==> src/rtl/pipeline_pkg.sv <==
// Shared datapath widths, ALU opcodes and the ID/EX bundle layout used by the
// pipeline registers of the five-stage MIPS core.
package pipeline_pkg;

    localparam int DATA_W = 32;
    localparam int REG_W  = 5;
    localparam int CNT_W  = 16;

    localparam logic [3:0] ALUOP_NOP = 4'h0;

    typedef struct packed {
        logic              valid;
        logic [DATA_W-1:0] pc_plus4;
        logic [DATA_W-1:0] read_data1;
        logic [DATA_W-1:0] read_data2;
        logic [DATA_W-1:0] sign_ext_imm;
        logic [REG_W-1:0]  rs;
        logic [REG_W-1:0]  rt;
        logic [REG_W-1:0]  rd;
        logic [REG_W-1:0]  shamt;
        logic              uses_rs;
        logic              uses_rt;
        logic [3:0]        alu_op;
        logic              alu_src;
        logic              reg_dst;
        logic              mem_read;
        logic              mem_write;
        logic              mem_to_reg;
        logic              reg_write;
        logic              branch;
    } id_ex_t;

    // A bubble is an invalid slot with every control bit cleared and a NOP ALU op.
    localparam id_ex_t BUBBLE = '{alu_op: ALUOP_NOP, default: '0};

endpackage

==> src/rtl/id_ex_register_if.sv <==
// ID/EX stage boundary: decoded instruction in, registered copy and hazard
// status out, plus the freeze/squash controls from the pipeline controller.
interface id_ex_register_if;
    import pipeline_pkg::*;

    logic             stall;
    logic             flush;
    id_ex_t           id;
    id_ex_t           ex;
    logic             hazard_stall;
    logic [CNT_W-1:0] bubble_count;

    modport master (
        output stall, flush, id,
        input  ex, hazard_stall, bubble_count
    );

    modport slave (
        input  stall, flush, id,
        output ex, hazard_stall, bubble_count
    );

endinterface

==> src/rtl/id_ex_register_load_use_detect.sv <==
// Combinational load-use hazard detection between the instruction in ID and
// a load sitting in EX.
module load_use_detect
    import pipeline_pkg::*;
(
    input  logic             id_valid,
    input  logic [REG_W-1:0] id_rs,
    input  logic [REG_W-1:0] id_rt,
    input  logic             id_uses_rs,
    input  logic             id_uses_rt,
    input  logic             ex_valid,
    input  logic             ex_mem_read,
    input  logic [REG_W-1:0] ex_rt,
    output logic             hazard_stall
);

    logic rs_match;
    logic rt_match;

    assign rs_match = id_uses_rs && (id_rs == ex_rt);
    assign rt_match = id_uses_rt && (id_rt == ex_rt);

    // $zero can never carry a loaded value, so a load into it is not a hazard.
    assign hazard_stall = id_valid && ex_valid && ex_mem_read && (ex_rt != '0)
                          && (rs_match || rt_match);

endmodule

==> src/rtl/id_ex_register.sv <==
// ID/EX pipeline register with flush/stall/load-use bubble insertion and a
// saturating count of inserted bubbles.
module id_ex_register
    import pipeline_pkg::*;
(
    input logic              clk,
    input logic              rst,
    id_ex_register_if.slave  bus
);

    id_ex_t           ex_q;
    logic [CNT_W-1:0] bubble_cnt_q;
    logic             hazard;
    logic             insert_bubble;

    load_use_detect u_load_use_detect (
        .id_valid     (bus.id.valid),
        .id_rs        (bus.id.rs),
        .id_rt        (bus.id.rt),
        .id_uses_rs   (bus.id.uses_rs),
        .id_uses_rt   (bus.id.uses_rt),
        .ex_valid     (ex_q.valid),
        .ex_mem_read  (ex_q.mem_read),
        .ex_rt        (ex_q.rt),
        .hazard_stall (hazard)
    );

    // Flush beats stall; a load-use bubble only goes in when not frozen.
    assign insert_bubble = bus.flush || (!bus.stall && hazard);

    always_ff @(posedge clk or posedge rst) begin
        if (rst) begin
            ex_q <= '0;
        end else if (insert_bubble) begin
            ex_q <= BUBBLE;
        end else if (!bus.stall) begin
            ex_q <= bus.id;
        end
    end

    always_ff @(posedge clk or posedge rst) begin
        if (rst) begin
            bubble_cnt_q <= '0;
        end else if (insert_bubble && (bubble_cnt_q != '1)) begin
            bubble_cnt_q <= bubble_cnt_q + 1'b1;
        end
    end

    assign bus.ex           = ex_q;
    assign bus.hazard_stall = hazard;
    assign bus.bubble_count = bubble_cnt_q;

endmodule

==> src/flat_wrapper.sv <==
// flat-port wrapper written by rule: the top's interface ports become plain ports
module id_ex_register_flat import pipeline_pkg::*;
  (clk, rst, bus_stall, bus_flush, bus_id, bus_ex, bus_hazard_stall, bus_bubble_count);
  id_ex_register_if bus_i ();
  input logic clk;
  input logic rst;
  input wire logic [$bits(bus_i.stall)-1:0] bus_stall;
  input wire logic [$bits(bus_i.flush)-1:0] bus_flush;
  input wire logic [$bits(bus_i.id)-1:0] bus_id;
  output wire logic [$bits(bus_i.ex)-1:0] bus_ex;
  output wire logic [$bits(bus_i.hazard_stall)-1:0] bus_hazard_stall;
  output wire logic [$bits(bus_i.bubble_count)-1:0] bus_bubble_count;
  assign bus_i.stall = bus_stall;
  assign bus_i.flush = bus_flush;
  assign bus_i.id = bus_id;
  assign bus_ex = bus_i.ex;
  assign bus_hazard_stall = bus_i.hazard_stall;
  assign bus_bubble_count = bus_i.bubble_count;
  id_ex_register u_core (.clk(clk), .rst(rst), .bus(bus_i));
endmodule
==> config.mk <==
export PLATFORM = sky130hd
export DESIGN_NAME = id_ex_register_flat
export DESIGN_NICKNAME = d
export VERILOG_FILES = /design/src/rtl/pipeline_pkg.sv /design/src/rtl/id_ex_register_if.sv /design/src/rtl/id_ex_register_load_use_detect.sv /design/src/rtl/id_ex_register.sv /design/src/flat_wrapper.sv
export SDC_FILE = /design/constraint.sdc
export NUM_CORES = 1
export LEC_CHECK = 0
export ABC_CLOCK_PERIOD_IN_PS = 6000
export CORE_AREA = 2 2 132 134
export CTS_BUF_LIST = sky130_fd_sc_hd__clkbuf_8 sky130_fd_sc_hd__clkbuf_16
export CTS_CLUSTER_SIZE = 24
export DETAILED_ROUTE_END_ITERATION = 16
export DIE_AREA = 0 0 134 136
export DONT_BUFFER_PORTS = 1
export PLACE_DENSITY = 0.57
export SKIP_CTS_REPAIR_TIMING = 1
export SKIP_LAST_GASP = 1
export SYNTH_ARGS = -nofsm -noshare
export SYNTH_HDL_FRONTEND = slang
export SYNTH_HIERARCHICAL = 1
export SYNTH_SLANG_ARGS = --single-unit
==> constraint.sdc <==
create_clock -name clk -period 6 [get_ports clk]
set_input_delay 0.6 -clock clk [delete_from_list [all_inputs] [get_ports clk]]
set_output_delay 0.6 -clock clk [all_outputs]
set_load 0.02 [all_outputs]
-- Word-level counts from Yosys, hierarchy flattened
Index checks and enable logic that the tools add are counted.
- output and inout bits: 179
- flip-flop bits (word level): 178
- logic and storage cells: 39
- input port bits: 166
- reductions and logical operators: 12
- multiplexer cells: 2
- equality and inequality tests: 4
- $add $sub $neg: 1
- operators with widths (cell ; number):
    $mux W162 ; 2
    $add A16 B1 Y16 const B ; 1
    $ne A16 B16 Y1 const B ; 1
    $eq A5 B5 Y1 ; 2
    $logic_and A1 B1 Y1 ; 8
    $reduce_bool A5 Y1 ; 1
    $logic_or A1 B1 Y1 ; 2
    $ne A2 B1 Y1 const B ; 1
    $logic_not A1 Y1 ; 1

-- Depth between registers and ports, before layout
Gate-level depths: netlist (run 1).
- depth after elaboration: 7
- gate-level depth with buffers: 10
- gate-level depth less buffers: 8

-- Hierarchy
Netlist (run 1), hierarchy kept.
- modules (own cells, without submodules) (module ; times used ; seq. area each (µm²) ; area each (µm²) ; cells each):
    id_ex_register ; 1 ; 4454.3 ; 7255.7 ; 594
    load_use_detect ; 1 ; 0.0 ; 131.4 ; 17

-- Worst setup path after synthesis (run 1)
Ideal clock, no wire load.
- kind: input -> register
- from: input bus_id[28]
- to: register u_core.bubble_cnt_q[15] (netlist: u_core/bus.bubble_count[15])
- path slack: 3428 ps
- cell stages on the path: 8
- data required time: 5920 ps
- buffers on the path: 0
- data arrival time: 2492 ps
- setup time: 80 ps
- path through: xor2_1 > nor4_1 > nand3_1 > a21oi_1 > nor2b_2 > o2111ai_1 > nor4b_1 > xor2_1
- longest elaborated chain between the ends: 7
- ends and longest elaborated chain (what ; line ; RTL):
    start: declaration ; flat_wrapper.sv:9 ; input wire logic [$bits(bus_i.id)-1:0] bus_id;
    $eq A5 B5 Y1 ; id_ex_register_load_use_detect.sv:20 ; assign rs_match = id_uses_rs && (id_rs == ex_rt);
    $logic_and A1 B1 Y1 ; id_ex_register_load_use_detect.sv:20 ;
    $logic_or A1 B1 Y1 ; id_ex_register_load_use_detect.sv:25 ; && (rs_match || rt_match);
    $logic_and A1 B1 Y1 ; id_ex_register_load_use_detect.sv:25 ;
    net bus_hazard_stall ; flat_wrapper.sv:11 ; output wire logic [$bits(bus_i.hazard_stall)-1:0] bus_hazard_stall;
    $logic_and A1 B1 Y1 ; id_ex_register.sv:29 ; assign insert_bubble = bus.flush || (!bus.stall && hazard);
    $logic_or A1 B1 Y1 ; id_ex_register.sv:29 ;
    $logic_and A1 B1 Y1 ; id_ex_register.sv:44 ; end else if (insert_bubble && (bubble_cnt_q != '1)) begin
    end signal: assignment ; id_ex_register.sv:45 ; bubble_cnt_q <= bubble_cnt_q + 1'b1;
    end: declaration ; id_ex_register.sv:12 ; logic [CNT_W-1:0] bubble_cnt_q;
The timed path passes the listed nets, and every way through them passes these cells.
A chain may end at the register's enable or synchronous reset.

-- Final worst setup path (run 1)
- from: register u_core.ex_q, in the netlist u_core/bus.ex[27]
- to: register u_core.ex_q, in the netlist u_core/bus.ex[26]
- longest elaborated chain between the ends: 7
- elaborated cells on any way between the ends: 12
- those cells by class: eq/ne (3); mux (1); reduce/logical (8)
- ends and longest elaborated chain (what ; line ; RTL):
    start: declaration ; id_ex_register.sv:11 ; id_ex_t ex_q;
    start signal: assignment ; id_ex_register.sv:37 ; ex_q <= bus.id;
    $eq A5 B5 Y1, on equally long branches ; id_ex_register_load_use_detect.sv:20, id_ex_register_load_use_detect.sv:21 ;
    $logic_and A1 B1 Y1, on equally long branches ; id_ex_register_load_use_detect.sv:20, id_ex_register_load_use_detect.sv:21 ;
    $logic_or A1 B1 Y1 ; id_ex_register_load_use_detect.sv:25 ;
    $logic_and A1 B1 Y1 (*) ; id_ex_register_load_use_detect.sv:25 ;
    net bus_hazard_stall ; flat_wrapper.sv:11 ;
    $logic_and A1 B1 Y1 (*) ; id_ex_register.sv:29 ;
    $logic_or A1 B1 Y1 (*) ; id_ex_register.sv:29 ;
    $ne A2 B1 Y1 (no line) or $mux W162 (tied branches) ; - ;
Mark *: on every way through the listed nets, which the timed path passes. The rest lies on a longest branch.

==> results of run 1 <==
## worst max-delay path: stages, from the launching register on
cell and delay [ns]:
dfrtp_1 0.52, xor2_1 0.24, nor4_1 0.29, nand3_1 0.12, a21oi_1 0.53, nor2b_2 0.35, or2_4 0.70, buf_12 0.40
nor2_1 0.10
## flip-flops by register name (all words and copies together), names as in the netlist
signal / count
u_core/bus.bubble_count: 16
u_core/bus.ex: 162
## Yosys cell counts, types with 2 or more instances
master | instances | share of area, %
and3_1 | 2 | 0.17
buf_1 | 2 | 0.10
buf_2 | 10 | 0.68
buf_4 | 2 | 0.20
clkbuf_1 | 22 | 1.1
dfrtp_1 | 178 | 60
mux2i_1 | 162 | 22
nand2_1 | 3 | 0.15
nand3_1 | 6 | 0.41
nand4_1 | 2 | 0.17
nor2_1 | 166 | 8.4
nor3_1 | 6 | 0.41
nor3b_1 | 2 | 0.20
nor4_1 | 4 | 0.34
nor4b_1 | 2 | 0.24
o2111ai_1 | 2 | 0.24
o21ai_0 | 3 | 0.20
xnor2_1 | 2 | 0.24
xor2_1 | 22 | 2.6
## cell type report
cell class | count | area, µm²
Tap cell | 225 | 282
Clock inverter | 15 | 133
Sequential cell | 178 | 4450
Inverter | 1 | 8.76
Clock buffer | 17 | 425
Timing Repair Buffer | 2 | 27.5
Multi-Input combinational cell | 396 | 2780
Fill cell | 1560 | 8770
## kinds of logic (layout without fill, tap and decap cells)
kind of cell             Yosys count  after routing
adder cells (fa/ha/maj)            1              1
AND/OR/NAND/NOR                  201            201
buffers and inverters             37             35
flip-flops                       178            178
XOR/XNOR                          24             24
AO/OA/AOI/OAI                      7              7
multiplexers                     163            163
## layer usage
layer  track usage (%)  vias to the layer above  part of all wire [%]
met5                 0                        -                  0.22
met4              7.62                        6                   2.1
li1                  -                     2020                     -
met2              31.1                      219                    50
met1              20.5                     2218                    36
met3              8.84                       26                    11
## path summary, 6_finish.rpt
kind / from / to / slack [ns] / depth (start not counted)
min in group clk: bus_id[86] / u_core/bus.ex[86] / 0.34 / 2
min reg2reg: u_core/bus.bubble_count[15] / u_core/bus.bubble_count[15] / 0.66 / 1
max: u_core/bus.ex[27] / u_core/bus.ex[26] / 2.48 / 8
max reg2reg: u_core/bus.ex[27] / u_core/bus.ex[26] / 2.48 / 8
max in group asynchronous: rst / u_core/bus.ex[16] / 4.28 / 2
min: rst / u_core/bus.ex[22] / 0.24 / 1
## where the power goes
group / switching (mW) / total [mW] / internal (mW)
clock: 0.473 / 1.05 / 0.577
sequential: 0.214 / 1.50 / 1.29
combinational: 0.103 / 0.201 / 0.0980
## metrics by stage
stage | setup slack, ns | cell area (µm²) | power (mW) | hold slack (ns) | std cells
after floorplan | 0.570 | 7390 | 1.68 | 0.596 | 611
after global placement | 2.57 | 7550 | 1.72 | 0.632 | 802
after detailed placement | 2.52 | 7550 | 1.73 | 0.648 | 802
after CTS | 2.51 | 8110 | 2.78 | 0.298 | 834
after global routing | 2.25 | 8110 | 2.88 | 0.297 | 834
final | 2.48 | 8110 | 2.75 | 0.237 | 834
==> flow_summary_export.csv, run 1 <==
group,metric,value,unit
logic_synthesis,syn_area_per_cell,12.1,µm²
logic_synthesis,ys_warn_count,6,
logic_synthesis,synth-simple-area-share,11.8,%
grt,grt_max_degree,164,
sta,finalClockSkew,0.00849,ns
final_layout,layout_common_cells,"dfrtp_1, nor2_1, mux2i_1, xor2_1, clkbuf_16",
clock_tree,cts_tree,"done",
clock_tree,clock_latency,0.42,ns
floorplanning,rows,48,
sta,post-route-period-util,58.7,%
floorplanning,ios,345,
final_layout,n_antenna_cell,0,
detailed_routing,drt-wirelength-per-cell,21.1,µm
worst_setup_path,crit_path_end_kind,"register",
logic_synthesis,yosysSeqAreaShare,60.3,%
final_layout,final_core_util,48.0,%
sta,max_slew_margin,33.7,%
logic_synthesis,yosys_register_bits,178,
clock_tree,cts_made_buffers,17,
job,maxCapViolations,0,
floorplanning,die-area,18200,µm²
detailed_routing,via_per_inst,5.38,
pwr,power.density,339,nW/µm²
pwr,p_leak,4.16,nW
detailed_routing,drt_drc_violations_left,0,
logic_synthesis,synth_async_sr_flop_share,100,%
worst_setup_path,timing_worst_setup_path_type,"register to register",
sta,fin_setup_tns,0,ns
logic_synthesis,synthAdderAreaFrac,0.169,%
logic_synthesis,synth_cells,611,
grt,antenna_found_initial,3,
grt,grt_overflow,0,
detailed_routing,drt_iter0_markers,219,
worst_setup_path,cp_max_fo,85,
sta,setup_viol,0,
detailed_routing,first_pass_iters,5,
logic_synthesis,yosys_most_used_dff,"dfrtp_1",
final_layout,final_common_cell,"dfrtp_1",
logic_synthesis,synth_edf_count,0,
pwr,vdd_ir_drop_max,0.199,mV
worst_setup_path,startpoint_type,"register",
status,outcome,"completed",
final_layout,area.growth.synth_to_final,9.74,%
worst_setup_path,crit_required,6.29,ns
place,dp_hpwl,12400,µm
min_path,hold_class,"input pin to async pin",
detailed_routing,vias,4489,
detailed_routing,antenna_left,0,
clock_tree,clkSinkCount,178,
floorplanning,dieWidth,134,µm
floorplanning,coreArea,16900,µm²
grt,gr-usage-all-layers,18.6,%
worst_setup_path,arrival,3.81,ns
place,place.gp.congestion,0.797,
clock_tree,clockBufferDepth,2,
sta,max_freq,284,MHz
sta,tightest_slew,0.995,ns
logic_synthesis,synth_nets,778,
clock_tree,clock-root-buffer,"clkbuf_16",
floorplanning,start_util,43.8,%
logic_synthesis,synth_xor_area_share,2.85,%
place,io_buffers,0,
sta,fin_crit,3.52,ns
floorplanning,die_h,136,µm
final_layout,fin_nets,763,
grt,first_global_vias,4545,
clock_tree,htreeDepth,4,
logic_synthesis,synth_compound_area_share,0.610,%
sta,rsz0062_at_grt,"false",
logic_synthesis,mappedNetlistArea,7390,µm²
detailed_routing,drt_wl_total,17600,µm
sta,final-hold-violation-count,0,
final_layout,drive_gt1_share,6.57,%
grt,grt_pass1_wl,25700,µm
clock_tree,clkTransAtPathRegs,0.06,ns
logic_synthesis,synth_top_family_by_area,"multiplexers",
logic_synthesis,yosysUniqueCellTypes,32,
sta,slew_violations,0,
logic_synthesis,synth.area.mux_share,22.2,%
Note: power is estimated with default switching activity, not from simulation.
==> run 2, diff against run 1 <==
Settings changed: ABC_CLOCK_PERIOD_IN_PS 6000 to 3450.
Clock period 6 ns to 3.45 ns, I/O delays scaled along.
==> run 2 against run 1 <==
  * Final cell count grew 0.60%
  * Global-route usage grew 0.22 points
  * Critical path depth grew 1
  * Wire length grew 0.25%
  * Die area is the same
  * Final area grew 1.2%
  * Combinational power grew 76%
  * Clock-buffer cell count grew 3
  * Core utilization grew 0.56 points
  * Largest cell class unchanged
  * Highest routed layer is now met4
==> flow_summary_export.csv, run 2 (synthesized netlist as in run 1, its figures left out) <==
group,metric,value,unit
floorplanning,rows,48,
worst_setup_path,timing_worst_setup_path_type,"register to register",
worst_setup_path,reg2regPathDepth,9,
worst_setup_path,startpoint_type,"register",
worst_setup_path,cpPeakStageDelay,0.52,ns
place,preCtsSetupSlack,0.690,ns
final_layout,drive_gt1_share,6.84,%
clock_tree,htreeDepth,4,
detailed_routing,antenna_left,0,
sta,max_freq,361,MHz
sta,fin_crit,2.77,ns
worst_setup_path,cp_max_fo,36,
min_path,whs_path_depth,2,
pwr,p_clk_share,38.9,%
sta,tightest_slew,0.682,ns
pwr,swShare,27.1,%
pwr,p_comb_share,7.3,%
sta,setup_viol,0,
sta,post-route-period-util,80.3,%
clock_tree,clockBufferDepth,2,
final_layout,n_antenna_cell,0,
grt,gr-usage-all-layers,18.8,%
worst_setup_path,path_cells,"xor2_1 > nor4_1 > nand3_1 > a21oi_1 > buf_4 > nor2b_2 > or2_4 > buf_4 > nor2_1",
clock_tree,clock-root-buffer,"clkbuf_16",
final_layout,filler_cell_count,1526,
pwr,power.density,590,nW/µm²
detailed_routing,via_per_inst,5.36,
grt,grt_max_degree,164,
sta,rsz0062_at_grt,"false",
detailed_routing,drt_drc_violations_left,0,
final_layout,fin_nets,769,
place,io_buffers,0,
status,outcome,"completed",
worst_setup_path,crit_top_cell,"buf_4",
worst_setup_path,crit_path_end_kind,"register",
sta,fin_ws,0.680,ns
detailed_routing,vias,4501,
clock_tree,clkSinkCount,178,
job,maxCapViolations,0,
floorplanning,die-area,18200,µm²
grt,first_global_vias,4601,
clock_tree,clkTransAtPathRegs,0.07,ns
sta,final-hold-violation-count,0,
final_layout,area.growth.synth_to_final,11.0,%
final_layout,instances_no_fill,839,
place,dp_hpwl,12700,µm
pwr,power,4.84,mW
detailed_routing,drt_iter0_markers,228,
sta,slew_violations,0,
floorplanning,dieWidth,134,µm
detailed_routing,first_pass_iters,4,
pwr,p_switching,1.31,mW
clock_tree,cts_made_buffers,17,
detailed_routing,drt_wl_total,17600,µm
floorplanning,die_h,136,µm
floorplanning,coreArea,16900,µm²
worst_setup_path,arrival,3.06,ns
pwr,vdd_ir_drop_max,0.361,mV
final_layout,final_common_cell,"dfrtp_1",
grt,antenna_found_initial,0,
sta,max_slew_margin,54.6,%
place,dp.cells,807,
sta,fin_setup_tns,0,ns
min_path,hold_class,"input pin to register",
grt,grt_overflow,0,
final_layout,layout_common_cells,"dfrtp_1, nor2_1, mux2i_1, xor2_1, clkbuf_16",
place,place.gp.congestion,0.824,
final_layout,largest_register_ffs,162,
sta,finalClockSkew,0.0115,ns
grt,grt_pass1_wl,26200,µm
clock_tree,clock_latency,0.42,ns
pwr,internal-power,3.53,mW
worst_setup_path,crit_slowest_cell,"dfrtp_1",
floorplanning,ios,345,
worst_setup_path,crit_required,3.74,ns
pwr,p_leak,4.20,nW
clock_tree,cts_tree,"done",
detailed_routing,drt-wirelength-per-cell,21.0,µm
pwr,seqPwrFrac,53.8,%
floorplanning,start_util,43.8,%
[run 2: changes by cell type in the layout (fill, tap and decap cells not counted), moves of 2 or more]
cell / delta
inv_6: -5
buf_4: +3
buf_12: +2
clkinvlp_4: +3
clkbuf_8: +3
inv_1: +2
clkinv_2: -3
[run 2: through the flow]
step / util [%] / instance area [µm²] / hold WS, ns
2_1_floorplan: - / 7390 / 0.498
3_3_place_gp: 45.1 / 7610 / 0.317
3_5_place_dp: 45.1 / 7610 / 0.338
4_1_cts: 48.5 / 8190 / -0.113
5_1_grt: 48.6 / 8200 / 0.0652
6_report: 48.6 / 8200 / 0.0825
[run 2: metal layers]
metal | vias to the layer above | share of wire [%] | GRT usage [%]
li1 | 2026 | - | -
met3 | 30 | 11 | 7.94
met4 | 0 | 2.5 | 7.92
met1 | 2208 | 36 | 21.6
met2 | 237 | 50 | 31.2
met5 | - | 0 | 0
[run 2: path summary, 6_finish.rpt]
path                                       startpoint                         end  slack [ns]
setup / recovery                    u_core/bus.ex[27]           u_core/bus.ex[16]        0.68
hold / removal                             bus_id[77]           u_core/bus.ex[77]        0.08
setup reg to reg                    u_core/bus.ex[27]           u_core/bus.ex[16]        0.68
hold reg to reg            u_core/bus.bubble_count[0]  u_core/bus.bubble_count[0]        0.66
max in group asynchronous                         rst           u_core/bus.ex[60]        1.90
min in group asynchronous                         rst           u_core/bus.ex[38]        0.50
[run 2: worst max-delay path, delay by kind of cell (launching register included)]
family / cells / cell delay [ns]
XOR/XNOR: 1 / 0.23
AO/OA/AOI/OAI: 1 / 0.16
buffers and inverters: 2 / 0.57
flip-flops: 1 / 0.52
AND/OR/NAND/NOR: 5 / 1.12
[run 2: power by group through the flow]
stage	clock network (mW)	registers (mW)	logic (mW)
floorplan	0	2.59	0.342
CTS	1.93	2.61	0.359
finish	1.88	2.60	0.353
global route	2.04	2.63	0.402
detailed placement	0	2.65	0.361
global placement	0	2.65	0.343
[run 2: layout make-up]
cell class / instances / area (µm²) / share of cell area (%)
repair buffers: 8 / 100 / 1.22
flip-flops and latches: 178 / 4450 / 54.3
inverters: 1 / 7.51 / 0.0915
clock buffers: 20 / 467 / 5.69
well taps: 225 / 282 / 3.43
clock inverters: 11 / 115 / 1.40
multi-input cells: 396 / 2780 / 33.9
==> run 3, diff against run 2 <==
Settings changed: ABC_AREA from default to 1, ABC_CLOCK_PERIOD_IN_PS 3450 to 2500, CORE_AREA 2 2 132 134 to 2 2 134 136, DIE_AREA 0 0 134 136 to 0 0 136 138, PLACE_DENSITY 0.57 to 0.59.
Clock period 3.45 ns to 2.5 ns, I/O delays scaled along.
==> run 3 against run 2 <==
  * The flow now finishes with violations (negative hold slack)
  * First-iteration DRC count up 47%
  * Die area up 3.0%
  * Worst setup slack worse by 0.30 ns
  * Combinational power up 120%
  * Register-to-register slack worse by 0.30 ns
  * Via count up 48%
  * Largest power group unchanged
  * Sequential cell count unchanged
==> flow_summary_export.csv, run 3 <==
group,metric,value,unit
status,outcome,"complete, but fails checks",
status,violations,"negative hold slack",
sta,finalClockSkew,0.0128,ns
logic_synthesis,synth_top_cell_by_area,"dfrtp_1",
worst_setup_path,arrival,2.44,ns
grt,antenna_found_initial,0,
logic_synthesis,synth.most_common_cell,"nand2_1",
grt,grt_use_met2,32.4,%
final_layout,final_common_cell,"nand2_1",
logic_synthesis,yosys_most_used_dff,"dfrtp_1",
floorplanning,coreArea,17500,µm²
final_layout,n_antenna_cell,0,
clock_tree,clock_latency,0.43,ns
worst_setup_path,crit_required,2.82,ns
logic_synthesis,yosysTopAreaCellShare,57.9,%
pwr,p_clk_share,38.6,%
sta,slew_violations,0,
logic_synthesis,netlist_top_cells_count,"nand2_1, dfrtp_1, a21oi_1",
pwr,power.density,690,nW/µm²
floorplanning,dieWidth,136,µm
sta,fin_setup_tns,0,ns
logic_synthesis,ys_warn_count,6,
worst_setup_path,startpoint_type,"register",
clock_tree,htreeDepth,4,
logic_synthesis,syn_area_per_cell,8.45,µm²
logic_synthesis,synth_edf_count,0,
grt,first_global_vias,5779,
worst_setup_path,timing_worst_setup_path_type,"register to register",
final_layout,drive_gt1_share,6.97,%
logic_synthesis,yosysUniqueCellTypes,27,
pwr,p_leak,4.64,nW
place,io_buffers,0,
sta,tightest_slew,1.10,ns
place,place.gp.congestion,0.791,
worst_setup_path,crit_slowest_cell,"dfrtp_1",
floorplanning,start_util,43.8,%
sta,final-hold-violation-count,2,
pwr,internal-power,4.93,mW
final_layout,fin_nets,1216,
worst_setup_path,path_cells,"inv_2 > nand2_1 > nand2_1 > nor2_2 > nand3_1 > a21oi_2 > nand2_2 > nand2_4 > buf_12 > nand2_2 > nand2_1 > o21ai_0",
worst_setup_path,cpPeakStageDelay,0.57,ns
detailed_routing,first_pass_iters,5,
place,dp_hpwl,13100,µm
floorplanning,die-area,18800,µm²
sta,post-route-period-util,84.7,%
grt,globalRouteMet3Util,8.73,%
detailed_routing,via_per_inst,5.15,
logic_synthesis,synth_nets,1077,
worst_setup_path,cp_max_fo,61,
pwr,power,6.98,mW
detailed_routing,drt_wl_total,22300,µm
logic_synthesis,mappedNetlistArea,7690,µm²
clock_tree,clkSinkCount,178,
logic_synthesis,yosys_register_bits,178,
sta,timing.hold.ws,-0.0224,ns
final_layout,largest_register_ffs,162,
grt,use_met1,25.3,%
final_layout,area.growth.synth_to_final,31.5,%
clock_tree,clock-root-buffer,"clkbuf_16",
pwr,seqPwrFrac,50.1,%
sta,fin_crit,2.12,ns
logic_synthesis,synth_async_sr_flop_share,100,%
grt,grt_max_degree,164,
pwr,swShare,29.3,%
detailed_routing,drt_iter0_markers,336,
worst_setup_path,crit_top_cell,"nand2_1",
grt,grt_pass1_wl,30600,µm
floorplanning,rows,49,
pwr,vdd_ir_drop_max,0.474,mV
grt,busiest_layer,"met2",
detailed_routing,vias,6639,
clock_tree,cts_tree,"done",
detailed_routing,drt_drc_violations_left,0,
clock_tree,clkTransAtPathRegs,0.07,ns
logic_synthesis,ys_top_cells_by_area,"dfrtp_1, nand2_1, a21oi_1",
grt,gr-usage-all-layers,20.8,%
sta,max_freq,472,MHz
floorplanning,die_h,138,µm
sta,max_slew_margin,26.2,%
logic_synthesis,yosysSeqAreaShare,57.9,%
detailed_routing,antenna_left,0,
pwr,p_comb_share,11.3,%
job,maxCapViolations,0,
clock_tree,clockBufferDepth,2,
worst_setup_path,crit_path_end_kind,"register",
sta,rsz0062_at_grt,"false",
detailed_routing,drt-wirelength-per-cell,17.3,µm
final_layout,filler_cell_count,1518,
clock_tree,cts_made_buffers,17,
grt,grt_overflow,0,
logic_synthesis,synth_cells,910,
min_path,hold_class,"input pin to register",
final_layout,layout_common_cells,"nand2_1, dfrtp_1, dlygate4sd3_1, a21oi_1, inv_1",
final_layout,final_core_util,57.7,%
floorplanning,ios,345,
sta,setup_viol,0,
pwr,p_switching,2.05,mW
[run 3: final timing paths]
kind | startpoint | to | slack (ns) | cells after the start
setup / recovery | u_core/bus.ex[24] | u_core/bus.bubble_count[2] | 0.38 | 12
hold / removal | bus_stall | u_core/bus.ex[117] | -0.02 | 2
setup reg to reg | u_core/bus.ex[24] | u_core/bus.bubble_count[2] | 0.38 | 12
hold reg to reg | u_core/bus.ex[26] | u_core/bus.ex[26] | 0.61 | 2
max in group asynchronous | rst | u_core/bus.ex[72] | 1.39 | 3
min in group asynchronous | rst | u_core/bus.ex[51] | 0.31 | 2
[run 3: cells by family after synthesis]
kind of cell	after synthesis	share of synthesized area, %
buffers and inverters	87	5.18
AND/OR/NAND/NOR	469	24.8
adder cells (fa/ha/maj)	1	0.163
AO/OA/AOI/OAI	171	11.4
flip-flops	178	57.9
XOR/XNOR	4	0.456
[run 3: layout make-up]
class	instances	area [µm²]	share of cell area (%)
Clock buffer	18	439	4.34
Sequential cell	178	4450	44.1
Tap cell	229	287	2.83
Multi-Input combinational cell	645	2840	28.1
Timing Repair Buffer	174	1810	17.9
Inverter	33	133	1.31
Clock inverter	13	150	1.48
[run 3: layer usage]
layer	up-vias	routed length (µm)
li1	3158	-
met1	3153	8850
met2	290	10900
met3	38	2000
met4	0	533
met5	-	0
[run 3: power by group through the flow]
stage	sequential (mW)	combinational (mW)	clock [mW]
2_1_floorplan	3.48	0.464	0
3_3_place_gp	3.55	0.511	0
3_5_place_dp	3.55	0.521	0
4_1_cts	3.50	0.522	2.76
5_1_grt	3.53	0.894	2.87
6_report	3.50	0.789	2.70
[run 3: critical path, delay by kind of cell (launching register included)]
family          cells  cell delay, ns
simple gates        8            0.80
flops               1            0.57
buf+inv             2            0.34
compound gates      2            0.28
[run 3: per-stage QoR]
stage | worst slack [ns] | hold WS [ns] | cell area, µm² | instances
floorplan | -0.0306 | 0.388 | 7690 | 910
global placement | 0.398 | 0.146 | 7830 | 1093
detailed placement | 0.366 | 0.141 | 7830 | 1093
CTS | 0.343 | -0.327 | 8420 | 1124
global route | 0.0984 | 0.00430 | 10100 | 1290
finish | 0.383 | -0.0224 | 10100 | 1290
